===== config.mk =====
export PLATFORM = sky130hd
export DESIGN_NAME = param_sequence_detector
export DESIGN_NICKNAME = d
export VERILOG_FILES = /design/src/rtl/param_sequence_detector.sv
export SDC_FILE = /design/constraint.sdc
export NUM_CORES = 1
export LEC_CHECK = 0
export CORE_MARGIN = 4
export CORE_UTILIZATION = 30
export CTS_BUF_LIST = sky130_fd_sc_hd__clkbuf_2 sky130_fd_sc_hd__clkbuf_4 sky130_fd_sc_hd__clkbuf_8
export CTS_CLUSTER_SIZE = 30
export DETAILED_ROUTE_END_ITERATION = 6
export REMOVE_ABC_BUFFERS = 1
export SETUP_SLACK_MARGIN = 0.4
export SLEW_MARGIN = 20
export SYNTH_ARGS = -nofsm -noshare
export SYNTH_HDL_FRONTEND = slang
export SYNTH_SLANG_ARGS = --single-unit

===== constraint.sdc =====
create_clock -name clk -period 5.1 [get_ports clk]
set_input_delay 1.275 -clock clk [delete_from_list [all_inputs] [get_ports clk]]
set_output_delay 1.275 -clock clk [all_outputs]
set_load 0.1 [all_outputs]

===== src/rtl/param_sequence_detector.sv =====
// Runtime-configurable serial pattern detector with overlap control
// and a saturating match counter.
module param_sequence_detector #(
  parameter int                 MAX_LEN     = 8,
  parameter int                 CNT_W       = 8,
  parameter logic [MAX_LEN-1:0] DEF_PATTERN = MAX_LEN'(8'b0000_1011),
  parameter int                 DEF_LEN     = 4,
  parameter bit                 DEF_OVERLAP = 1'b1,
  parameter int                 LEN_W       = $clog2(MAX_LEN + 1)
) (
  input  logic               clk,
  input  logic               rst,
  input  logic               en,
  input  logic               in,
  input  logic               cfg_load,
  input  logic [MAX_LEN-1:0] pattern,
  input  logic [LEN_W-1:0]   len,
  input  logic               overlap,
  output logic               out,
  output logic [LEN_W-1:0]   state,
  output logic [CNT_W-1:0]   match_count
);

  logic [MAX_LEN-1:0] pat_q;
  logic [LEN_W-1:0]   len_q;
  logic               ovl_q;

  logic [LEN_W-1:0]   eff_len;
  logic [LEN_W-1:0]   nk;
  logic [LEN_W-1:0]   nxt;
  logic [MAX_LEN-1:0] pfx;
  logic [MAX_LEN:0]   tail;
  logic               hit;
  logic               ok;

  assign eff_len = (len_q > LEN_W'(MAX_LEN)) ?
                   LEN_W'(MAX_LEN) : len_q;

  // pfx[MAX_LEN-1-j] is the j-th expected bit
  assign pfx  = pat_q << (LEN_W'(MAX_LEN) - eff_len);

  // tail[0] is the new bit, tail[m] the bit m steps older
  assign tail = {pfx >> (LEN_W'(MAX_LEN) - state), in};

  assign hit = (eff_len != '0) &&
               (state == eff_len - LEN_W'(1)) &&
               (in == pat_q[0]);

  assign out = hit && en && !cfg_load && !rst;

  // Longest proper prefix that is a suffix of history + in
  always_comb begin
    nk = '0;
    ok = 1'b0;
    for (int k = 1; k < MAX_LEN; k++) begin
      ok = (LEN_W'(k) < eff_len) &&
           ((LEN_W+1)'(k) <=
            ({1'b0, state} + (LEN_W+1)'(1)));
      for (int j = 0; j < k; j++) begin
        if (tail[k-1-j] != pfx[MAX_LEN-1-j])
          ok = 1'b0;
      end
      if (ok)
        nk = LEN_W'(k);
    end
  end

  assign nxt = (hit && !ovl_q) ? '0 : nk;

  always_ff @(posedge clk) begin
    if (rst) begin
      pat_q       <= DEF_PATTERN;
      len_q       <= LEN_W'(DEF_LEN);
      ovl_q       <= DEF_OVERLAP;
      state       <= '0;
      match_count <= '0;
    end else if (cfg_load) begin
      pat_q       <= pattern;
      len_q       <= len;
      ovl_q       <= overlap;
      state       <= '0;
      match_count <= '0;
    end else if (en) begin
      state <= nxt;
      if (hit && (match_count != '1))
        match_count <= match_count + CNT_W'(1);
    end
  end

endmodule


# Word level (Yosys, flattened, before mapping)
# Index checks and enable logic that the tools add are counted.
# word_totals
ff_bits,25
out_inout_bits,13
word_cells,115
# op_classes
add_sub_neg,5
magnitude_cmp,15
eq_ne,31
shift,2
mux,37
reduce_logical,20
# ops
operator,n
4-bit two-way mux,8
1-bit two-way mux,29
1-bit != test,28
3-bit by 5-bit less-or-equal comparator with 1-bit output (first input constant),4
3-bit by 4-bit less-than comparator with 1-bit output (first input constant),4
1-bit logical AND,14
2-bit by 5-bit less-or-equal comparator with 1-bit output (first input constant),2
8-bit by 1-bit adder with 8-bit output (second input constant),1
2-bit by 4-bit less-than comparator with 1-bit output (first input constant),2
8-bit != test (second input constant),1
8-bit by 4-bit << shifter with 8-bit output,1
8-bit by 4-bit >> shifter with 6-bit output,1
4-bit subtractor (first input constant),2
4-bit by 1-bit adder with 5-bit output (second input constant),1
1-bit by 5-bit less-or-equal comparator with 1-bit output (first input constant),1
4-bit == test,1
4-bit greater-than comparator (second input constant),1
1-bit by 4-bit less-than comparator with 1-bit output (first input constant),1
4-bit nonzero test,1
4-bit by 1-bit subtractor with 4-bit output (second input constant),1
1-bit logical NOT,3
2-bit AND reduction,1
2-bit OR reduction,1
1-bit == test,1

# Logic depth before layout (Yosys ltp)
# Gate-level depths: netlist of run 1.
# logic_depth
ltp_word,15
ltp_mapped,16

# Worst setup path before layout of run 1
# Ideal clock, no wire load.
# synth_timing
path_kind,reg-to-output
startpoint,reg len_q[3]
endpoint,out out
arrival_time_ps,3492
t_required_ps,3825
slack_ps,333
path_stages_with_launch,12
path_cell_list,dfxtp_1 buf_6 clkbuf_1 nand2b_1 ha_1 buf_2 buf_1 xnor2_1 nor2_1 o2111ai_1 or2_2 nor2_1
# synth_between
elab_chain_len,9
word_cells_on_any_way,10
cone_classes,1 x add/sub; 1 x order compare; 1 x eq/ne; 1 x mux; 6 x reduce/logical
# synth_lines
item,line,text
start: declaration,25,logic [LEN_W-1:0] len_q;
start signal: assignment,73,len_q <= LEN_W'(DEF_LEN);
start signal: assignment,79,len_q <= len;
4-bit greater-than comparator,36,assign eff_len = (len_q > LEN_W'(MAX_LEN)) ?
4-bit two-way mux (*),36,
4-bit by 1-bit subtractor with 4-bit output,46,(state == eff_len - LEN_W'(1)) &&
4-bit == test,46,
1-bit logical AND (*),45,assign hit = (eff_len != '0) &&
1-bit logical AND (*),46,
1-bit logical AND (*) (3 in series),49,assign out = hit && en && !cfg_load && !rst;
end: declaration,19,"output logic out,"
# Every way passes the cells marked *; elsewhere a longest branch is shown, timed or not.

# Worst setup path in the final report of run 1
# layout_timing
startpoint,in in
endpoint,out out
# layout_between
elab_chain_len,5
# layout_lines
item,line,text
start: declaration,14,"input logic in,"
1-bit == test,47,(in == pat_q[0]);
1-bit logical AND,46,
1-bit logical AND (3 in series),49,
# Every way passes these cells.

==> flow_summary.yaml, run 1 <==
run_status:
  status: "completed"
power:
  p_per_area_nw_per_um2: 219
  p_seq_share_pct: 28.4
  p_sw_mw: 0.289
  intPower_mw: 0.440
  p_leak_nw: 1.19
  fin_total_pwr_mw: 0.729
  pwr-share-comb_pct: 48.0
  p_clk_share_pct: 23.6
  ir_drop_mv: 0.147
  swShare_pct: 39.7
sta:
  slew_headroom_pct: 34.7
  final_max_slew_viol_count: 0
  final_hold_viol_count: 0
  worstMarginPinSlew_ps: 976
  fin_ws_ps: 772
  rsz0062_at_grt: "false"
  period_share_pct: 84.9
  setup_violations: 0
  period_minus_slack_ps: 4330
  tns_ps: 0
  hold_ws_ps: 509
  fin_skew_ps: 6.38
  max_freq_ghz: 0.231
synth:
  ys_top_cells_by_area: "dfxtp_1, mux2i_1, xnor2_1"
  ys_top_cells_by_count: "nor2_1, nand2_1, dfxtp_1, mux2i_1, xnor2_1"
  synth-seq-area-share_pct: 16.9
  syn_inst: 373
  synthArstFlopShare_pct: 0
  synth_top_cell_by_area: "dfxtp_1"
  synth_seq_cells: 24
  synth_top_area_share_pct: 16.9
  synth_most_common_cell: "nor2_1"
  ys_warn_count: 0
  ys_types: 76
  synth_area_um2: 2850
  ys.flop_type: "dfxtp_1"
  synth_area_per_cell_um2: 7.64
  synth_edf_count: 0
critical_path:
  crit_arrival_ps: 3050
  start_kind: "input port"
  cp_slowest_stage_delay_ps: 530
  cpMaxStageDelayCell: "clkdlybuf4s50_1"
  critical_path_cell_count: 7
  cpMostUsedCell: "nor2_1"
  cpLargestDelayFamily: "buffers and inverters"
  cp_num_buf_inv: 2
  r2r_cells: 11
  cp-end-kind: "output pin"
  critPathKind: "in2out"
  crit_chain: "clkdlybuf4s50_1 -> xor2_1 -> nor2_1 -> o2111ai_1 -> or2_2 -> nor2_1 -> buf_12"
  required_ps: 3830
  cp_max_fo: 5
finish:
  n_antenna_cell: 0
  drive_above_1_share_pct: 8.21
  final_util_pct: 36.0
  finalNonFillerCells: 519
  layout.nets: 418
  syn_to_final_growth_pct: 16.8
  stdcell_area_um2: 3330
die:
  die_width_um: 105
  std_cell_rows: 35
  io_pins: 31
  core-area_um2: 9240
  die_h_um: 105
  dieArea_um2: 11100
  start_util_pct: 30.8
clock_tree:
  clkLatencyLatePin_ps: 280
  clk_pin_slew_worst_paths_ps: 90
  root_buffer: "clkbuf_8"
  cts_tree: "yes"
  cts_hold_buf: 0
  clkSinkCount: 24
  clock_path_buffers: 2
  numCtsBuffers: 3
  htree_levels: 1
min_path:
  worstHoldPathCells: 2
  min_path_type: "reg2reg"
placed_design:
  place_ws_ps: 485
  place.detailed.hpwl_um: 6430
  finalWeightedCongestion: 0.944
  port_buffers: 29
  dpl_cell_area_um2: 3250
  place_inst: 515
route:
  drt-pass1-iter-count: 5
  drt.antenna.violating_nets: 0
  post-route-drc-count: 0
  routed_via_density: 5.86
  wirelength_um: 8700
  wl_per_cell_um: 16.8
  via_count: 3042
  drt-initial-drc-count: 298
global_route:
  antenna_found_initial: 0
  grtUsageTotal_pct: 15.2
  grt-ovfl-total: 0
  grt_pass1_wl_um: 14000
  grt_max_degree: 24
  grt_pass1_vias: 2803
run:
  cap_violations: 0
## kinds of logic (layout without fill, tap and decap cells)
| family | count (synthesis) | count (layout) | synth area share (%) |
|---|---|---|---|
| XOR/XNOR | 30 | 30 | 9.22 |
| flip-flops | 24 | 24 | 16.9 |
| AO/OA/AOI/OAI | 102 | 102 | 28.0 |
| multiplexers | 28 | 28 | 10.1 |
| AND/OR/NAND/NOR | 145 | 145 | 26.0 |
| other | 1 | 1 | 0.132 |
| buffers and inverters | 34 | 51 | 5.75 |
| adder cells (fa/ha/maj) | 9 | 9 | 3.95 |
## worst reg2reg max path, cell delays in order (launching register included)
cell	delay (ps)
dfxtp_1	550
nand2b_4	200
ha_2	650
mux2i_1	370
mux2i_2	150
a32o_1	400
a311o_1	510
and3_1	300
a2111oi_0	470
and4_1	320
a211oi_1	70
o31ai_1	240
## state kept, by name, indices dropped and copies added (netlist names)
name and flops:
match_count 8, ovl_q 1, len_q 4, state 3
pat_q 8
## power by group through the flow
stage          registers (mW)  clock network (mW)  logic (mW)
4_1_cts                 0.206               0.177       0.341
3_3_place_gp            0.210                   0       0.341
2_1_floorplan           0.212                   0       0.239
6_report                0.207               0.172       0.350
3_5_place_dp            0.211                   0       0.339
5_1_grt                 0.208               0.184       0.376
## cell type report
type,count,area [um^2]
clock buffer,3,41.3
multi-input combinational,315,2210
clock inverter,1,30.0
sequential,24,482
inverter,9,38.8
fill,976,5910
timing repair buffer,38,368
tap,129,161
## path summary, 6_finish.rpt
kind	from	to	slack, ps
setup / recovery	in	out	770
hold / removal	pat_q[6]$_SDFFE_PP0P_	pat_q[6]$_SDFFE_PP0P_	510
setup reg to reg	len_q[0]$_SDFFE_PP0P_	state[1]$_SDFFE_PP0P_	790
hold reg to reg	pat_q[6]$_SDFFE_PP0P_	pat_q[6]$_SDFFE_PP0P_	510
## cells in the final DEF, fill, tap and decap left out, drive strengths merged, types with 6 or more instances in the layout
master | netlist | routed
nor2 | 47 | 47
nand2 | 29 | 29
clkdlybuf4s50 | 0 | 28
mux2i | 25 | 25
dfxtp | 24 | 24
xnor2 | 21 | 21
a21oi | 20 | 20
o21ai | 14 | 14
nor3 | 10 | 10
buf | 14 | 10
xor2 | 9 | 9
nand3 | 9 | 9
ha | 9 | 9
nand2b | 7 | 7
nor2b | 7 | 7
and3 | 6 | 6
nand4 | 6 | 6
inv | 6 | 6
## routing by layer
metal | wire length, um | global-route usage, %
met1 | 3920 | 19.6
met2 | 3780 | 24.3
met3 | 659 | 2.57
met4 | 340 | 7.69
met5 | 0 | 0
## repair_timing
action | in CTS | in global routing
setup endpoints to repair | 0 | 4
setup buffers | 0 | 0
gates resized for setup | 0 | 2
Note: power is estimated with default switching activity, not from simulation.
==> run 2, diff against run 1 <==
clock period = 3.75 ns   (was 5.1 ns; I/O delays follow)
==> flow_summary.yaml, run 2 (same netlist as run 1, synthesis figures left out) <==
critical_path:
  required_ps: 3940
  start_kind: "flip-flop"
  crit_arrival_ps: 3590
  r2r-end: "state[0]$_SDFFE_PP0P_"
  critPathKind: "reg2reg"
  rr_startpoint: "len_q[3]$_SDFFE_PP0P_"
  rrSetupSlack_ps: 350
  cp-end-kind: "flip-flop"
  cp_max_fo: 7
  r2r_cells: 16
power:
  p_per_area_nw_per_um2: 280
  fin_total_pwr_mw: 1.09
  ir_drop_mv: 0.206
  p_leak_nw: 1.46
min_path:
  whs_endpoint: "pat_q[7]$_SDFFE_PP0P_"
  worstHoldPathCells: 2
  min_path_type: "reg2reg"
  min_from: "pat_q[7]$_SDFFE_PP0P_"
sta:
  slew_headroom_pct: 34.9
  fin_ws_ps: 354
  max_freq_ghz: 0.294
  period_share_pct: 90.6
  final_max_slew_viol_count: 0
  worstMarginPinSlew_ps: 973
  rsz0062_at_grt: "true"
  setup_violations: 0
  period_minus_slack_ps: 3400
  tns_ps: 0
  fin_skew_ps: 10.3
  final_hold_viol_count: 0
finish:
  syn_to_final_growth_pct: 36.7
  top_regs: "match_count x8, pat_q x8, len_q x4"
  final_util_pct: 42.2
  final_common_cell: "buf_4"
  layout_common_cells: "buf_4, nor2_1, nand2_1, clkdlybuf4s50_1, dfxtp_1"
  drive_above_1_share_pct: 25.5
  layout.nets: 463
  n_antenna_cell: 0
global_route:
  grt_pass1_wl_um: 15200
  grtUsageTotal_pct: 16.5
  antenna_found_initial: 0
  grt-ovfl-total: 0
  grt_max_degree: 24
  grt_pass1_vias: 3036
placed_design:
  place_ws_ps: 24.6
  place.detailed.hpwl_um: 6820
  port_buffers: 29
  finalWeightedCongestion: 0.971
die:
  io_pins: 31
  die_width_um: 105
  start_util_pct: 30.8
  dieArea_um2: 11100
  std_cell_rows: 35
  core-area_um2: 9240
  die_h_um: 105
clock_tree:
  cts_tree: "yes"
  htree_levels: 1
  clkLatencyLatePin_ps: 270
  cts_hold_buf: 0
  numCtsBuffers: 3
  clk_pin_slew_worst_paths_ps: 90
  clock_path_buffers: 2
  root_buffer: "clkbuf_8"
  clkSinkCount: 24
route:
  post-route-drc-count: 0
  routed_via_density: 5.63
  drt-pass1-iter-count: 5
  via_count: 3176
  drt.antenna.violating_nets: 0
  drt-initial-drc-count: 364
  wl_per_cell_um: 17.1
  wirelength_um: 9650
run:
  cap_violations: 0
run_status:
  status: "completed"
-- run 2: per-layer routing --
layer | up-vias | global-route usage [%] | routed length, um
met3 | 38 | 3.12 | 624
li1 | 1519 | - | -
met4 | 0 | 7.12 | 333
met1 | 1467 | 21.5 | 4180
met5 | - | 0 | 0
met2 | 152 | 26.4 | 4510
-- run 2: final cells by class --
cell class,count,area (um^2)
fill,919,5340
multi-input combinational,315,2450
timing repair buffer,83,712
sequential,24,482
tap,129,161
clock buffer,4,55.1
inverter,9,38.8
-- run 2: repair_timing --
action / CTS / global route
pin swaps: 10 / 11
setup endpoints to repair: 4 / 4
gates resized for setup: 32 / 22
endpoints found under the hold margin: 0 / 0
setup buffers: 2 / 12
-- run 2: worst max-delay path by stage --
| stage | end | from | slack [ps] |
|---|---|---|---|
| after floorplan | out | state[0]$_SDFFE_PP0P_ | -1330 |
| after global placement | state[1]$_SDFFE_PP0P_ | len_q[3]$_SDFFE_PP0P_ | 60 |
| after detailed placement | state[1]$_SDFFE_PP0P_ | len_q[3]$_SDFFE_PP0P_ | 20 |
| after CTS | state[0]$_SDFFE_PP0P_ | len_q[3]$_SDFFE_PP0P_ | 400 |
| after global routing | state[0]$_SDFFE_PP0P_ | len_q[3]$_SDFFE_PP0P_ | 210 |
| final | state[0]$_SDFFE_PP0P_ | len_q[3]$_SDFFE_PP0P_ | 350 |
-- run 2: power breakdown --
group / internal, mW / switching (mW) / total [mW]
Clock: 0.0939 / 0.0872 / 0.181
Combinational: 0.285 / 0.349 / 0.635
Sequential: 0.264 / 0.0112 / 0.276
Total: 0.644 / 0.448 / 1.09
-- run 2: worst max-delay path, cell delays in order (launching register included) --
cell and delay, ps:
dfxtp_2 340, nand2b_4 150, ha_4 300, buf_6 140, mux2i_2 230, nand2_1 110
a32o_2 350, buf_4 170, a221oi_2 300, a311oi_1 90, buf_4 180, xnor2_1 120
nand2_1 90, nor4b_2 60, buf_4 150, a221o_1 290, a221oi_2 240
-- run 2: metrics by stage --
step / cells / hold WS [ps] / instance area [um^2]
2_1_floorplan: 348 / 460 / 2730
5_1_grt: 564 / 562 / 3900
3_5_place_dp: 546 / 493 / 3480
3_3_place_gp: 546 / 497 / 3480
4_1_cts: 552 / 515 / 3690
6_report: 564 / 512 / 3900
==> run 3, diff against run 2 <==
PLACE_DENSITY = 0.61   (was unset)
==> flow_summary.yaml, run 3 (same netlist as run 1, synthesis figures left out) <==
finish:
  syn_to_final_growth_pct: 30.7
  stdcell_area_um2: 3720
  layout.nets: 458
  register_area_um2: 483
  top_regs: "match_count x8, pat_q x8, len_q x4"
  n_antenna_cell: 0
  multiInputGateArea_um2: 2320
  finalNonFillerCells: 559
  layout_common_cells: "buf_4, nor2_1, nand2_1, clkdlybuf4s50_1, dfxtp_1"
  drive_above_1_share_pct: 22.6
  final_common_cell: "buf_4"
  nFillCells: 933
clock_tree:
  clkSinkCount: 24
  clkLatencyLatePin_ps: 270
  cts_hold_buf: 0
  htree_levels: 1
  clock_path_buffers: 2
  clk_pin_slew_worst_paths_ps: 90
  root_buffer: "clkbuf_8"
  numCtsBuffers: 3
  cts_tree: "yes"
sta:
  max_freq_ghz: 0.291
  setup_violations: 0
  worstMarginPinSlew_ps: 966
  final_max_slew_viol_count: 0
  slew_headroom_pct: 35.4
  final_hold_viol_count: 0
  period_minus_slack_ps: 3440
  fin_skew_ps: 1.38
  rsz0062_at_grt: "true"
  fin_ws_ps: 314
  period_share_pct: 91.6
  hold_ws_ps: 518
route:
  post-route-drc-count: 0
  drt-initial-drc-count: 288
  wirelength_um: 9120
  drt.antenna.violating_nets: 0
  via_count: 3143
  wl_per_cell_um: 16.3
  drt-pass1-iter-count: 5
  routed_via_density: 5.62
power:
  p_clk_share_pct: 17.4
  p_per_area_nw_per_um2: 283
  swShare_pct: 40.6
  pwr-share-comb_pct: 56.4
  p_sw_mw: 0.427
  p_leak_nw: 1.41
  intPower_mw: 0.626
  ir_drop_mv: 0.173
  fin_total_pwr_mw: 1.05
  p_seq_share_pct: 26.2
die:
  core-area_um2: 9240
  dieArea_um2: 11100
  io_pins: 31
  std_cell_rows: 35
  die_width_um: 105
  start_util_pct: 30.8
  die_h_um: 105
placed_design:
  place.detailed.hpwl_um: 6880
  dpl_cell_area_um2: 3470
  place_inst: 545
  place_ws_ps: 60.5
  port_buffers: 29
  finalWeightedCongestion: 1.02
global_route:
  grt-ovfl-total: 0
  grt_pass1_wl_um: 14600
  grt_max_degree: 24
  grt_pass1_vias: 2997
  grtUsageTotal_pct: 15.8
  antenna_found_initial: 0
critical_path:
  start_kind: "flip-flop"
  crit_arrival_ps: 3630
  cp-end-kind: "flip-flop"
  critPathKind: "reg2reg"
  required_ps: 3940
  cp_max_fo: 6
min_path:
  min_path_type: "reg2reg"
run:
  cap_violations: 0
run_status:
  status: "completed"
==> run 3: cell types whose count changed in the layout (fill, tap and decap cells not counted), moves of 2 or more <==
| cell | before | now |
|---|---|---|
| mux2i_4 | 3 | 0 |
| buf_6 | 4 | 2 |
| buf_4 | 53 | 50 |
| mux2i_1 | 18 | 20 |
==> run 3: worst max-delay path, cell delays in order (launching register included) <==
cell and delay, ps:
dfxtp_2 340, nand2b_4 160, ha_4 310, buf_6 130, mux2i_1 230, nand2_1 120
a32o_2 310, buf_6 140, a311o_1 360, and3_4 210, buf_4 160, xnor2_1 110
nor4b_1 140, buf_4 140, a221o_1 280, a221oi_2 210
==> run 3: stage by stage <==
| step | TNS [ps] | utilization [%] |
|---|---|---|
| after floorplan | -4850 | - |
| after global placement | -1.88 | 37.6 |
| after detailed placement | 0 | 37.6 |
| after CTS | 0 | 39.4 |
| after global routing | 0 | 40.3 |
| final | 0 | 40.3 |
==> run 3: area by class of cell <==
cell class,instances,area share [%]
well taps,129,4.33
inverters,9,1.04
clock buffers,4,1.48
multi-input cells,315,62.4
flip-flops and latches,24,13.0
repair buffers,78,17.8
==> run 3: per-layer routing <==
| metal | vias to the layer above | global-route usage (%) | share of wire, % |
|---|---|---|---|
| li1 | 1518 | - | - |
| met1 | 1433 | 20.9 | 43 |
| met2 | 154 | 25.3 | 45 |
| met3 | 38 | 2.27 | 7.2 |
| met4 | 0 | 7.59 | 4.3 |
| met5 | - | 0 | 0 |
==> run 3: final timing paths <==
path / endpoint / startpoint / slack (ps) / cells past startpoint
setup / recovery: state[0]$_SDFFE_PP0P_ / len_q[3]$_SDFFE_PP0P_ / 310 / 15
hold / removal: pat_q[7]$_SDFFE_PP0P_ / pat_q[7]$_SDFFE_PP0P_ / 520 / 2
setup reg to reg: state[0]$_SDFFE_PP0P_ / len_q[3]$_SDFFE_PP0P_ / 310 / 15
hold reg to reg: pat_q[7]$_SDFFE_PP0P_ / pat_q[7]$_SDFFE_PP0P_ / 520 / 2
==> run 3: repair_timing <==
item | 4_1_cts | 5_1_grt
setup buffers | 4 | 6
endpoints found under the setup margin | 4 | 4
gates resized for setup | 20 | 12
pin swaps | 8 | 4
==> run 3: power by group through the flow <==
stage          sequential (mW)  combinational, mW  clock [mW]
2_1_floorplan            0.289              0.325           0
4_1_cts                  0.275              0.551       0.191
5_1_grt                  0.277              0.634       0.199
6_report                 0.276              0.594       0.183
3_3_place_gp             0.280              0.513           0
3_5_place_dp             0.280              0.510           0
